[config.mk]
export PLATFORM = sky130hd
export DESIGN_NAME = demux_16_64w_buf_flat
export DESIGN_NICKNAME = d
export VERILOG_FILES = /design/src/rtl/demux_16_64w_buf_pkg.sv /design/src/rtl/demux_16_64w_buf_if.sv /design/src/rtl/demux_16_64w_buf_ctrl.sv /design/src/rtl/demux_16_64w_buf.sv /design/src/flat_wrapper.sv
export SDC_FILE = /design/constraint.sdc
export NUM_CORES = 1
export LEC_CHECK = 0
export CAP_MARGIN = 40
export CELL_PAD_IN_SITES_DETAIL_PLACEMENT = 0
export CELL_PAD_IN_SITES_GLOBAL_PLACEMENT = 1
export CORE_AREA = 5 5 412 414
export CTS_BUF_LIST = sky130_fd_sc_hd__clkbuf_8
export DETAILED_ROUTE_END_ITERATION = 8
export DIE_AREA = 0 0 417 419
export PLACE_DENSITY = 0.55
export SYNTH_ARGS = -nofsm -noshare
export SYNTH_HDL_FRONTEND = slang
export SYNTH_SLANG_ARGS = --single-unit
[constraint.sdc]
create_clock -name clk -period 2.61 [get_ports clk]
set_input_delay 0.3915 -clock clk [delete_from_list [all_inputs] [get_ports clk]]
set_output_delay 0.3915 -clock clk [all_outputs]
set_load 0.01 [all_outputs]
[src/rtl/demux_16_64w_buf_pkg.sv]
// Shared DSP package: sample/frame geometry, the fill/full state encoding
// and a one-hot helper used to address the register bank.
package dsp_pkg;

  localparam int SAMPLE_W = 16;
  localparam int FRAME_N  = 64;
  localparam int IDX_W    = 6;

  typedef enum logic {
    FILL = 1'b0,
    FULL = 1'b1
  } state_e;

  // One-hot decode of a bank slot index.
  function automatic logic [FRAME_N-1:0] idx_onehot(input logic [IDX_W-1:0] idx);
    logic [FRAME_N-1:0] oh;
    oh      = {FRAME_N{1'b0}};
    oh[idx] = 1'b1;
    return oh;
  endfunction

endpackage

[src/rtl/demux_16_64w_buf_if.sv]
// Sample-stream and frame-handshake bundle for demux_16_64w_buf.
//   in_data/in_valid/in_sof : sample source -> distributor
//   in_ready                : distributor -> sample source
//   frame_valid             : distributor -> frame consumer
//   frame_ack               : frame consumer -> distributor
// master = source/consumer side, slave = the distributor.
interface demux_16_64w_buf_if;
  import dsp_pkg::*;

  logic [SAMPLE_W-1:0] in_data;
  logic                in_valid;
  logic                in_ready;
  logic                in_sof;
  logic                frame_valid;
  logic                frame_ack;

  modport master (
    output in_data, in_valid, in_sof, frame_ack,
    input  in_ready, frame_valid
  );

  modport slave (
    input  in_data, in_valid, in_sof, frame_ack,
    output in_ready, frame_valid
  );

endinterface

[src/rtl/demux_16_64w_buf_ctrl.sv]
// demux_ctrl: fill/full FSM and write-index counter for the 64-word bank.
//   clk, rst_n        : clock, async active-low reset
//   in_valid, in_sof  : sample qualifiers from the stream
//   frame_ack         : consumer releases a full frame
//   in_ready          : registered, high in FILL
//   frame_valid       : registered, high in FULL
//   wr_idx            : next slot to be written
//   wr_en             : one-hot bank write enable for the current cycle
module demux_ctrl
  import dsp_pkg::*;
(
  input  logic               clk,
  input  logic               rst_n,
  input  logic               in_valid,
  input  logic               in_sof,
  input  logic               frame_ack,
  output logic               in_ready,
  output logic               frame_valid,
  output logic [IDX_W-1:0]   wr_idx,
  output logic [FRAME_N-1:0] wr_en
);

  state_e             state_q, state_d;
  logic [IDX_W-1:0]   idx_q, idx_d;
  logic               ready_q, ready_d;
  logic               fvalid_q, fvalid_d;
  logic [IDX_W-1:0]   slot_s;
  logic               accept_s;

  // Next-state, index and write-enable decode.
  always_comb begin
    state_d  = state_q;
    idx_d    = idx_q;
    wr_en    = {FRAME_N{1'b0}};
    slot_s   = idx_q;
    // ready_q mirrors (state_q == FILL), so accept never sees frame_ack.
    accept_s = in_valid && ready_q;
    case (state_q)
      FILL: begin
        if (accept_s) begin
          if (in_sof) begin
            // Restart: abandoned slots are left as-is until refilled.
            slot_s = {IDX_W{1'b0}};
            idx_d  = 6'd1;
          end else begin
            slot_s = idx_q;
            idx_d  = idx_q + 6'd1;  // wraps to 0 after slot 63
            if (idx_q == 6'd63) begin
              state_d = FULL;
            end else begin
              state_d = FILL;
            end
          end
          wr_en = idx_onehot(slot_s);
        end else begin
          state_d = FILL;
        end
      end
      FULL: begin
        if (frame_ack) begin
          state_d = FILL;
        end else begin
          state_d = FULL;
        end
      end
      default: begin
        state_d = FILL;
        idx_d   = {IDX_W{1'b0}};
      end
    endcase
    // Handshake outputs are registered copies of the next state.
    ready_d  = (state_d == FILL);
    fvalid_d = (state_d == FULL);
  end

  // State, index and registered handshake outputs.
  always_ff @(posedge clk or negedge rst_n) begin
    if (!rst_n) begin
      state_q  <= FILL;
      idx_q    <= {IDX_W{1'b0}};
      ready_q  <= 1'b1;
      fvalid_q <= 1'b0;
    end else begin
      state_q  <= state_d;
      idx_q    <= idx_d;
      ready_q  <= ready_d;
      fvalid_q <= fvalid_d;
    end
  end

  assign in_ready    = ready_q;
  assign frame_valid = fvalid_q;
  assign wr_idx      = idx_q;

endmodule

[src/rtl/demux_16_64w_buf.sv]
// demux_16_64w_buf: sequential 1-to-64 distributor for 16-bit samples.
// Consecutive accepted samples fill a 64-word register bank; the completed
// frame is presented on o1..o64 (o1 = first sample) until frame_ack.
//   clk, rst_n : clock, async active-low reset
//   bus        : sample stream + frame handshake (slave side)
//   o1..o64    : registered frame words
//   wr_idx     : index of the next slot to be written
module demux_16_64w_buf
  import dsp_pkg::*;
(
  input  logic                 clk,
  input  logic                 rst_n,
  demux_16_64w_buf_if.slave    bus,
  output logic [SAMPLE_W-1:0]  o1,  o2,  o3,  o4,  o5,  o6,  o7,  o8,
  output logic [SAMPLE_W-1:0]  o9,  o10, o11, o12, o13, o14, o15, o16,
  output logic [SAMPLE_W-1:0]  o17, o18, o19, o20, o21, o22, o23, o24,
  output logic [SAMPLE_W-1:0]  o25, o26, o27, o28, o29, o30, o31, o32,
  output logic [SAMPLE_W-1:0]  o33, o34, o35, o36, o37, o38, o39, o40,
  output logic [SAMPLE_W-1:0]  o41, o42, o43, o44, o45, o46, o47, o48,
  output logic [SAMPLE_W-1:0]  o49, o50, o51, o52, o53, o54, o55, o56,
  output logic [SAMPLE_W-1:0]  o57, o58, o59, o60, o61, o62, o63, o64,
  output logic [IDX_W-1:0]     wr_idx
);

  logic [FRAME_N-1:0]  wr_en_s;
  logic [SAMPLE_W-1:0] bank_q [FRAME_N];
  logic [SAMPLE_W-1:0] bank_d [FRAME_N];

  demux_ctrl u_ctrl (
    .clk         (clk),
    .rst_n       (rst_n),
    .in_valid    (bus.in_valid),
    .in_sof      (bus.in_sof),
    .frame_ack   (bus.frame_ack),
    .in_ready    (bus.in_ready),
    .frame_valid (bus.frame_valid),
    .wr_idx      (wr_idx),
    .wr_en       (wr_en_s)
  );

  // Only the enabled slot loads the sample; every other slot holds.
  always_comb begin
    for (int i = 0; i < FRAME_N; i++) begin
      if (wr_en_s[i]) begin
        bank_d[i] = bus.in_data;
      end else begin
        bank_d[i] = bank_q[i];
      end
    end
  end

  // Frame register bank.
  always_ff @(posedge clk or negedge rst_n) begin
    if (!rst_n) begin
      for (int i = 0; i < FRAME_N; i++) begin
        bank_q[i] <= {SAMPLE_W{1'b0}};
      end
    end else begin
      for (int i = 0; i < FRAME_N; i++) begin
        bank_q[i] <= bank_d[i];
      end
    end
  end

  assign o1  = bank_q[0];  assign o2  = bank_q[1];  assign o3  = bank_q[2];  assign o4  = bank_q[3];
  assign o5  = bank_q[4];  assign o6  = bank_q[5];  assign o7  = bank_q[6];  assign o8  = bank_q[7];
  assign o9  = bank_q[8];  assign o10 = bank_q[9];  assign o11 = bank_q[10]; assign o12 = bank_q[11];
  assign o13 = bank_q[12]; assign o14 = bank_q[13]; assign o15 = bank_q[14]; assign o16 = bank_q[15];
  assign o17 = bank_q[16]; assign o18 = bank_q[17]; assign o19 = bank_q[18]; assign o20 = bank_q[19];
  assign o21 = bank_q[20]; assign o22 = bank_q[21]; assign o23 = bank_q[22]; assign o24 = bank_q[23];
  assign o25 = bank_q[24]; assign o26 = bank_q[25]; assign o27 = bank_q[26]; assign o28 = bank_q[27];
  assign o29 = bank_q[28]; assign o30 = bank_q[29]; assign o31 = bank_q[30]; assign o32 = bank_q[31];
  assign o33 = bank_q[32]; assign o34 = bank_q[33]; assign o35 = bank_q[34]; assign o36 = bank_q[35];
  assign o37 = bank_q[36]; assign o38 = bank_q[37]; assign o39 = bank_q[38]; assign o40 = bank_q[39];
  assign o41 = bank_q[40]; assign o42 = bank_q[41]; assign o43 = bank_q[42]; assign o44 = bank_q[43];
  assign o45 = bank_q[44]; assign o46 = bank_q[45]; assign o47 = bank_q[46]; assign o48 = bank_q[47];
  assign o49 = bank_q[48]; assign o50 = bank_q[49]; assign o51 = bank_q[50]; assign o52 = bank_q[51];
  assign o53 = bank_q[52]; assign o54 = bank_q[53]; assign o55 = bank_q[54]; assign o56 = bank_q[55];
  assign o57 = bank_q[56]; assign o58 = bank_q[57]; assign o59 = bank_q[58]; assign o60 = bank_q[59];
  assign o61 = bank_q[60]; assign o62 = bank_q[61]; assign o63 = bank_q[62]; assign o64 = bank_q[63];

endmodule

[src/flat_wrapper.sv]
// flat-port wrapper written by rule: the top's interface ports become plain ports
module demux_16_64w_buf_flat import dsp_pkg::*;
  (clk, rst_n, o1, o2, o3, o4, o5, o6, o7, o8, o9, o10, o11, o12, o13, o14, o15, o16, o17, o18, o19, o20, o21, o22, o23, o24, o25, o26, o27, o28, o29, o30, o31, o32, o33, o34, o35, o36, o37, o38, o39, o40, o41, o42, o43, o44, o45, o46, o47, o48, o49, o50, o51, o52, o53, o54, o55, o56, o57, o58, o59, o60, o61, o62, o63, o64, wr_idx, bus_in_data, bus_in_valid, bus_in_sof, bus_frame_ack, bus_in_ready, bus_frame_valid);
  demux_16_64w_buf_if bus_i ();
  input  logic clk;
  input  logic rst_n;
  output logic [SAMPLE_W-1:0] o1;
  output logic [SAMPLE_W-1:0] o2;
  output logic [SAMPLE_W-1:0] o3;
  output logic [SAMPLE_W-1:0] o4;
  output logic [SAMPLE_W-1:0] o5;
  output logic [SAMPLE_W-1:0] o6;
  output logic [SAMPLE_W-1:0] o7;
  output logic [SAMPLE_W-1:0] o8;
  output logic [SAMPLE_W-1:0] o9;
  output logic [SAMPLE_W-1:0] o10;
  output logic [SAMPLE_W-1:0] o11;
  output logic [SAMPLE_W-1:0] o12;
  output logic [SAMPLE_W-1:0] o13;
  output logic [SAMPLE_W-1:0] o14;
  output logic [SAMPLE_W-1:0] o15;
  output logic [SAMPLE_W-1:0] o16;
  output logic [SAMPLE_W-1:0] o17;
  output logic [SAMPLE_W-1:0] o18;
  output logic [SAMPLE_W-1:0] o19;
  output logic [SAMPLE_W-1:0] o20;
  output logic [SAMPLE_W-1:0] o21;
  output logic [SAMPLE_W-1:0] o22;
  output logic [SAMPLE_W-1:0] o23;
  output logic [SAMPLE_W-1:0] o24;
  output logic [SAMPLE_W-1:0] o25;
  output logic [SAMPLE_W-1:0] o26;
  output logic [SAMPLE_W-1:0] o27;
  output logic [SAMPLE_W-1:0] o28;
  output logic [SAMPLE_W-1:0] o29;
  output logic [SAMPLE_W-1:0] o30;
  output logic [SAMPLE_W-1:0] o31;
  output logic [SAMPLE_W-1:0] o32;
  output logic [SAMPLE_W-1:0] o33;
  output logic [SAMPLE_W-1:0] o34;
  output logic [SAMPLE_W-1:0] o35;
  output logic [SAMPLE_W-1:0] o36;
  output logic [SAMPLE_W-1:0] o37;
  output logic [SAMPLE_W-1:0] o38;
  output logic [SAMPLE_W-1:0] o39;
  output logic [SAMPLE_W-1:0] o40;
  output logic [SAMPLE_W-1:0] o41;
  output logic [SAMPLE_W-1:0] o42;
  output logic [SAMPLE_W-1:0] o43;
  output logic [SAMPLE_W-1:0] o44;
  output logic [SAMPLE_W-1:0] o45;
  output logic [SAMPLE_W-1:0] o46;
  output logic [SAMPLE_W-1:0] o47;
  output logic [SAMPLE_W-1:0] o48;
  output logic [SAMPLE_W-1:0] o49;
  output logic [SAMPLE_W-1:0] o50;
  output logic [SAMPLE_W-1:0] o51;
  output logic [SAMPLE_W-1:0] o52;
  output logic [SAMPLE_W-1:0] o53;
  output logic [SAMPLE_W-1:0] o54;
  output logic [SAMPLE_W-1:0] o55;
  output logic [SAMPLE_W-1:0] o56;
  output logic [SAMPLE_W-1:0] o57;
  output logic [SAMPLE_W-1:0] o58;
  output logic [SAMPLE_W-1:0] o59;
  output logic [SAMPLE_W-1:0] o60;
  output logic [SAMPLE_W-1:0] o61;
  output logic [SAMPLE_W-1:0] o62;
  output logic [SAMPLE_W-1:0] o63;
  output logic [SAMPLE_W-1:0] o64;
  output logic [IDX_W-1:0] wr_idx;
  input wire logic [$bits(bus_i.in_data)-1:0] bus_in_data;
  input wire logic [$bits(bus_i.in_valid)-1:0] bus_in_valid;
  input wire logic [$bits(bus_i.in_sof)-1:0] bus_in_sof;
  input wire logic [$bits(bus_i.frame_ack)-1:0] bus_frame_ack;
  output wire logic [$bits(bus_i.in_ready)-1:0] bus_in_ready;
  output wire logic [$bits(bus_i.frame_valid)-1:0] bus_frame_valid;
  assign bus_i.in_data = bus_in_data;
  assign bus_i.in_valid = bus_in_valid;
  assign bus_i.in_sof = bus_in_sof;
  assign bus_i.frame_ack = bus_frame_ack;
  assign bus_in_ready = bus_i.in_ready;
  assign bus_frame_valid = bus_i.frame_valid;
  demux_16_64w_buf u_core (.clk(clk), .rst_n(rst_n), .bus(bus_i), .o1(o1), .o2(o2), .o3(o3), .o4(o4), .o5(o5), .o6(o6), .o7(o7), .o8(o8), .o9(o9), .o10(o10), .o11(o11), .o12(o12), .o13(o13), .o14(o14), .o15(o15), .o16(o16), .o17(o17), .o18(o18), .o19(o19), .o20(o20), .o21(o21), .o22(o22), .o23(o23), .o24(o24), .o25(o25), .o26(o26), .o27(o27), .o28(o28), .o29(o29), .o30(o30), .o31(o31), .o32(o32), .o33(o33), .o34(o34), .o35(o35), .o36(o36), .o37(o37), .o38(o38), .o39(o39), .o40(o40), .o41(o41), .o42(o42), .o43(o43), .o44(o44), .o45(o45), .o46(o46), .o47(o47), .o48(o48), .o49(o49), .o50(o50), .o51(o51), .o52(o52), .o53(o53), .o54(o54), .o55(o55), .o56(o56), .o57(o57), .o58(o58), .o59(o59), .o60(o60), .o61(o61), .o62(o62), .o63(o63), .o64(o64), .wr_idx(wr_idx));
endmodule
==> results of run 1 <==
==> how the worst max path moves through the flow <==
stage	start	to	slack, ps	depth (start not counted)
final	u_core.u_ctrl.wr_idx[1]	wr_idx[1]	190	2
after global routing	u_core.u_ctrl.wr_idx[3]	wr_idx[3]	5	1
after CTS	u_core.o33[4]	o33[4]	8	1
after detailed placement	bus_in_sof	u_core.o2[11]	140	7
after global placement	bus_in_sof	u_core.o8[13]	180	6
after floorplan	u_core.u_ctrl.wr_idx[0]	u_core.o59[10]	500	6
==> metal layers <==
| layer | vias to the layer above | routed length [um] |
|---|---|---|
| li1 | 10910 | - |
| met1 | 13540 | 62210 |
| met2 | 918 | 81820 |
| met3 | 327 | 11810 |
| met4 | 0 | 9030 |
| met5 | - | 0 |
==> power breakdown <==
group          internal (mW)  total (mW)  switching [mW]  leakage (nW)
logic                   2.40        4.76            2.36          11.1
clock network           8.19        15.4            7.17          2.21
registers               16.9        17.4           0.497          14.2
total                   27.5        37.5            10.0          27.6
==> logic make-up after synthesis <==
family          count (synthesis)
fa+ha+maj                       1
compound gates                 22
buf+inv                       214
flops                        1032
mux                          1024
simple gates                   89
==> final cells by class <==
| type | count | area, um^2 | share of cell area |
|---|---|---|---|
| Multi-Input combinational cell | 1136 | 12850 | 0.2223 |
| Timing Repair Buffer | 1232 | 12590 | 0.2178 |
| Clock inverter | 111 | 575.6 | 0.009958 |
| Clock buffer | 231 | 3179 | 0.05501 |
| Tap cell | 2204 | 2758 | 0.04771 |
| Antenna cell | 4 | 10.01 | 0.0001732 |
| Sequential cell | 1032 | 25830 | 0.4469 |
| Inverter | 2 | 7.507 | 0.0001299 |
==> Yosys cell counts, drive strengths merged (3+ instances only) <==
cell,n
nor3b,4
o211ai,7
nor4b,12
nand3,40
clkbuf,97
dfrtp,1031
nor4bb,6
nand4,6
nand2,5
a21oi,3
buf,115
mux2,1024
nor2b,3
==> cell usage in the layout, fill, tap and decap left out, types with 2 or more instances in the layout <==
cell	count
nor4bb_4	5
clkinvlp_4	6
dfrtp_2	3
and3_1	2
nand4_2	4
mux2_2	1011
nand2_1	4
nand3_2	32
nor4b_4	8
inv_8	2
clkinv_8	2
bufinv_16	2
o211ai_2	3
a22oi_1	2
nand4_1	2
clkinv_2	19
dfrtp_1	1028
clkdlybuf4s50_1	1025
inv_1	78
inv_6	4
clkdlybuf4s15_2	3
dlygate4sd3_1	14
mux2_1	3
buf_4	125
buf_12	57
nand3_1	8
dlygate4sd2_1	5
diode_2	4
o211ai_4	3
mux2_4	10
a21oi_1	3
o21ai_0	2
clkbuf_8	231
nor4b_2	4
nor2b_1	3
nor3b_4	4
==> worst reg2reg max path, delay by kind of cell (launching register included) <==
kind	cells	cell delay [ps]
buf+inv	2	490
flops	1	500
simple gates	2	790
mux	1	350
==> timing repair <==
item                       in CTS  in global routing
hold buffers                   15                  0
hold endpoints to repair      892                  0
setup endpoints to repair       9                  0
gates resized for setup        19                  0
==> metrics by stage <==
step	util	setup slack [ps]	total power [mW]
global placement	0.3246	175.2	22.48
detailed placement	0.3247	141.3	22.53
CTS	0.3483	7.743	38.32
finish	0.3484	188.6	37.51
global route	0.3484	4.589	39.28
floorplan	-	496.9	19.18
==> flow_summary.yaml, run 1 <==
drt:
  ant_nets: 0
  drt_iter0_markers: 1126
  vias_per_cell: 4.317
  first_pass_iters: 4
  vias: 25690
  wire_per_inst_um: 27.70
  remaining_drc_errors: 0
  totalWireLength_mm: 164.9
yosys:
  ys_types: 49
  synth.yosys.seq_area_share: 0.6525
  synth.mux.area_fraction: 0.2923
  synthAdderAreaFrac: 0.0003161
  synth_xor_area_frac: 0
  synth_area_leaders: "dfrtp_1 (65%), mux2_2 (29%), clkbuf_1 (0.92%), buf_2 (0.86%), nand3_2 (0.81%)"
  yosysWarnings: 0
  synth_seq_cells: 1032
  ys.flop_type: "dfrtp_1"
  yosysTopAreaCell: "dfrtp_1"
  syn-instance-count: 2382
  synth_top_family_by_area: "multiplexers"
  synth-compound-area-share: 0.004868
  netlist.area_leader.share: 0.6518
  synth-simple-area-share: 0.02387
  ys_async_sr_fraction: 1.000
  syn_nets: 2404
  synth_area_mm2: 0.03958
  syn_avg_cell_area_um2: 16.62
  synth-edff-count: 0
setup_path:
  critPathSlowestCell: "dfrtp_2"
  reg2reg_from: "u_core.u_ctrl.wr_idx[0]"
  cp_max_fo: 9
  cp-end-kind: "output port"
  rrSetupSlack_ps: 350
  required_ps: 2220
  critical_path_class: "flop to output port"
  start_kind: "flop"
  r2r_cells: 5
  path_delay_family: "buffers and inverters"
  cp.arrival_ps: 2030
  max_stage_delay_ps: 490
  path_buf_inv: 2
  reg2reg_to: "u_core.o59[6]"
  crit_chain: "buf_4, clkdlybuf4s15_1"
pwr:
  ir_drop_mv: 0.4767
  p_per_area_mw_per_mm2: 648.9
  p_leak_nw: 27.55
sta:
  fmax_mhz: 413.0
  finalSetupViolCount: 0
  rsz0062_at_grt: "false"
  setup_tns_ps: 0
  slew_headroom: 0.4831
  finalMaxSlewViolations: 0
  holdWs_ps: 103.6
  finalCriticalPeriod_ps: 2421
  hold_viol: 0
  fin_crit_sh: 0.9278
  worstMarginPinSlew_ps: 771.6
  skew_ps: 40.23
clocking:
  max-clock-path-buffers: 3
  clock_latency_ps: 930
  cts_tree: "built"
  clk_pin_slew_ps: 60
  cts_buffers: 191
  cts_max_level: 4
  post_cts_buffers: 0
  cts_num_sinks: 1032
  clock-root-buffer: "clkbuf_8"
global_routing:
  antenna_found_initial: 13
  grt_use_total: 0.1838
  use_met3: 0.05672
  grt.overflow.total: 0
  grt-busiest-layer: "met2"
  grtUsageMet1: 0.2089
  grt_start_max_net_pins: 108
  grt_pass1_vias: 27180
  gr-usage-met2: 0.3145
  grt_pass1_wl_mm: 226.0
floorplanning:
  die_w_um: 417
  start_util: 0.2386
  core-area_mm2: 0.1659
  fp-row-count: 150
  io_pins: 1053
  dieArea_mm2: 0.1747
  die_y_um: 419
layout:
  area_growth_pct: 46.02
  nets: 3617
  fin_area_mm2: 0.05780
  fillers: 16420
  finalNonFillerCells: 5952
  drive_above_1_share: 0.4132
outcome:
  outcome: "finished clean"
placed_design:
  globalplace.congestion: 0.7536
  dpl.cell_count: 5591
  dpl_cell_area_mm2: 0.05387
  place_hpwl_mm: 114.9
  port_buffers: 1052
min_path:
  min_delay_path_depth: 3
  hold_path_class: "input pin to flop"
  holdPathEnd: "u_core.o32[1]"
  min-delay-start: "bus_in_data[1]"
job:
  maxCapViolCount: 0
Note: power is estimated with default switching activity, not from simulation.
==> run 2: changes to the inputs <==
Settings changed: GPL_ROUTABILITY_DRIVEN set to 0.
==> results of run 2 <==
No change in the layout: final DEF, timing and power equal those of run 1.
==> run 3: changes to the inputs <==
--- a/constraint.sdc
+++ b/constraint.sdc
@@ -3,2 +3,2 @@
 set_output_delay 0.3915 -clock clk [all_outputs]
-set_load 0.01 [all_outputs]
+set_load 0.005 [all_outputs]
==> run 3 against run 2 <==
Net effect:
- routed wire length hardly changed
- hold slack about the same
- register-to-register slack about the same
- first-iteration DRC count did not move
- non-clock buffer count unchanged
- setup slack improved by 3.3 ps
- sequential share of layout area about the same
- power fell by 0.94%
- combinational power fell by 7.4%
- largest cell class unchanged
- highest routed layer unchanged
==> flow_summary.yaml, run 3 (synthesized netlist as in run 1, its figures left out) <==
setup_path:
  cp_max_fo: 9
  cp.arrival_ps: 2030
  start_kind: "flop"
  critical_path_class: "flop to output port"
  required_ps: 2220
  cp-end-kind: "output port"
layout:
  fillers: 16420
  drive_above_1_share: 0.4132
  fin_area_mm2: 0.05779
  multi_input_area_mm2: 0.01285
  regArea_mm2: 0.02583
  layout_commonest_cell: "dfrtp_1"
  final_cell_mix: "dfrtp_1 (1026), clkdlybuf4s50_1 (1025), mux2_2 (1011), clkbuf_8 (231), buf_4 (125)"
  nets: 3617
  area_growth_pct: 46.01
clocking:
  cts_num_sinks: 1032
  clock-root-buffer: "clkbuf_8"
  max-clock-path-buffers: 3
  cts_tree: "built"
  cts_buffers: 191
  clk_pin_slew_ps: 60
  post_cts_buffers: 0
  cts_max_level: 4
  clock_latency_ps: 930
placed_design:
  place_hpwl_mm: 114.9
  port_buffers: 1052
  dpl_cell_area_mm2: 0.05387
drt:
  remaining_drc_errors: 0
  wire_per_inst_um: 27.70
  drt_iter0_markers: 1126
  vias: 25680
  totalWireLength_mm: 164.9
  first_pass_iters: 4
  vias_per_cell: 4.315
  ant_nets: 0
sta:
  hold_viol: 0
  worstMarginPinSlew_ps: 771.6
  fmax_mhz: 413.5
  rsz0062_at_grt: "false"
  skew_ps: 40.71
  finalSetupViolCount: 0
  fin_crit_sh: 0.9265
  slew_headroom: 0.4831
  finalMaxSlewViolations: 0
  setup_tns_ps: 0
  finalCriticalPeriod_ps: 2418
  holdWs_ps: 103.6
job:
  maxCapViolCount: 0
floorplanning:
  die_y_um: 419
  core-area_mm2: 0.1659
  dieArea_mm2: 0.1747
  die_w_um: 417
  io_pins: 1053
  fp-row-count: 150
  start_util: 0.2386
global_routing:
  grt_pass1_wl_mm: 226.0
  antenna_found_initial: 13
  grt.overflow.total: 0
  grt_pass1_vias: 27180
  grt_use_total: 0.1838
  grt_start_max_net_pins: 108
pwr:
  p_leak_nw: 27.56
  ir_drop_mv: 0.4767
  p_per_area_mw_per_mm2: 642.9
outcome:
  outcome: "finished clean"
min_path:
  hold_path_class: "input pin to flop"
run 3: cell types whose count changed in the layout (fill, tap and decap cells not counted), sizes merged:
cell / before / now
clkdlybuf4s15: 4 / 1
dlygate4sd2: 5 / 8
run 3: final timing paths:
kind                       slack (ps)                 startpoint  cells past startpoint                endpoint
min reg2reg                       480  u_core.u_ctrl.frame_valid                      1  u_core.u_ctrl.in_ready
max in group asynchronous        1650                      rst_n                      4           u_core.o23[2]
max                               190    u_core.u_ctrl.wr_idx[1]                      2               wr_idx[1]
min in group asynchronous         240                      rst_n                      3          u_core.o57[14]
max reg2reg                       350    u_core.u_ctrl.wr_idx[0]                      5           u_core.o59[6]
min                               100             bus_in_data[1]                      3           u_core.o32[1]
run 3: power by group:
group	internal (mW)	switching [mW]	total [mW]
Combinational	2.39	2.02	4.41
Clock	8.19	7.17	15.4
Sequential	16.9	0.497	17.4
Total	27.5	9.69	37.2
run 3: what timing repair did:
item | 4_1_cts | 5_1_grt
hold buffers | 15 | 0
setup endpoints to repair | 9 | 0
hold endpoints to repair | 892 | 0
gates resized for setup | 16 | 0
run 3: stage by stage:
| stage | setup WS (ps) | utilization | power [mW] | std cells |
|---|---|---|---|---|
| global route | 44.68 | 0.3483 | 38.93 | 5952 |
| finish | 191.9 | 0.3483 | 37.15 | 5952 |
| detailed placement | 141.3 | 0.3247 | 22.18 | 5591 |
| floorplan | 506.0 | - | 18.83 | 2382 |
| CTS | 22.58 | 0.3483 | 37.97 | 5948 |
| global placement | 175.2 | 0.3246 | 22.13 | 5590 |
run 3: cell type report:
class | count | share of cell area
Sequential cell | 1032 | 0.4470
Antenna cell | 4 | 0.0001732
Inverter | 2 | 0.0001299
Tap cell | 2204 | 0.04771
Clock inverter | 111 | 0.009959
Multi-Input combinational cell | 1136 | 0.2224
Timing Repair Buffer | 1232 | 0.2177
Clock buffer | 231 | 0.05501
run 3: routing by layer:
layer | part of all wire | routed length [um] | up-vias | track usage
li1 | - | - | 10910 | -
met1 | 0.38 | 62190 | 13530 | 0.2089
met2 | 0.50 | 81820 | 916 | 0.3145
met3 | 0.072 | 11830 | 327 | 0.05672
met4 | 0.055 | 9030 | 0 | 0.08892
met5 | 0 | 0 | - | 0
run 3: worst max-delay path, stage by stage, from the launching register on:
cell,delay (ps)
dfrtp_2,490
buf_4,220
dlygate4sd2_1,380
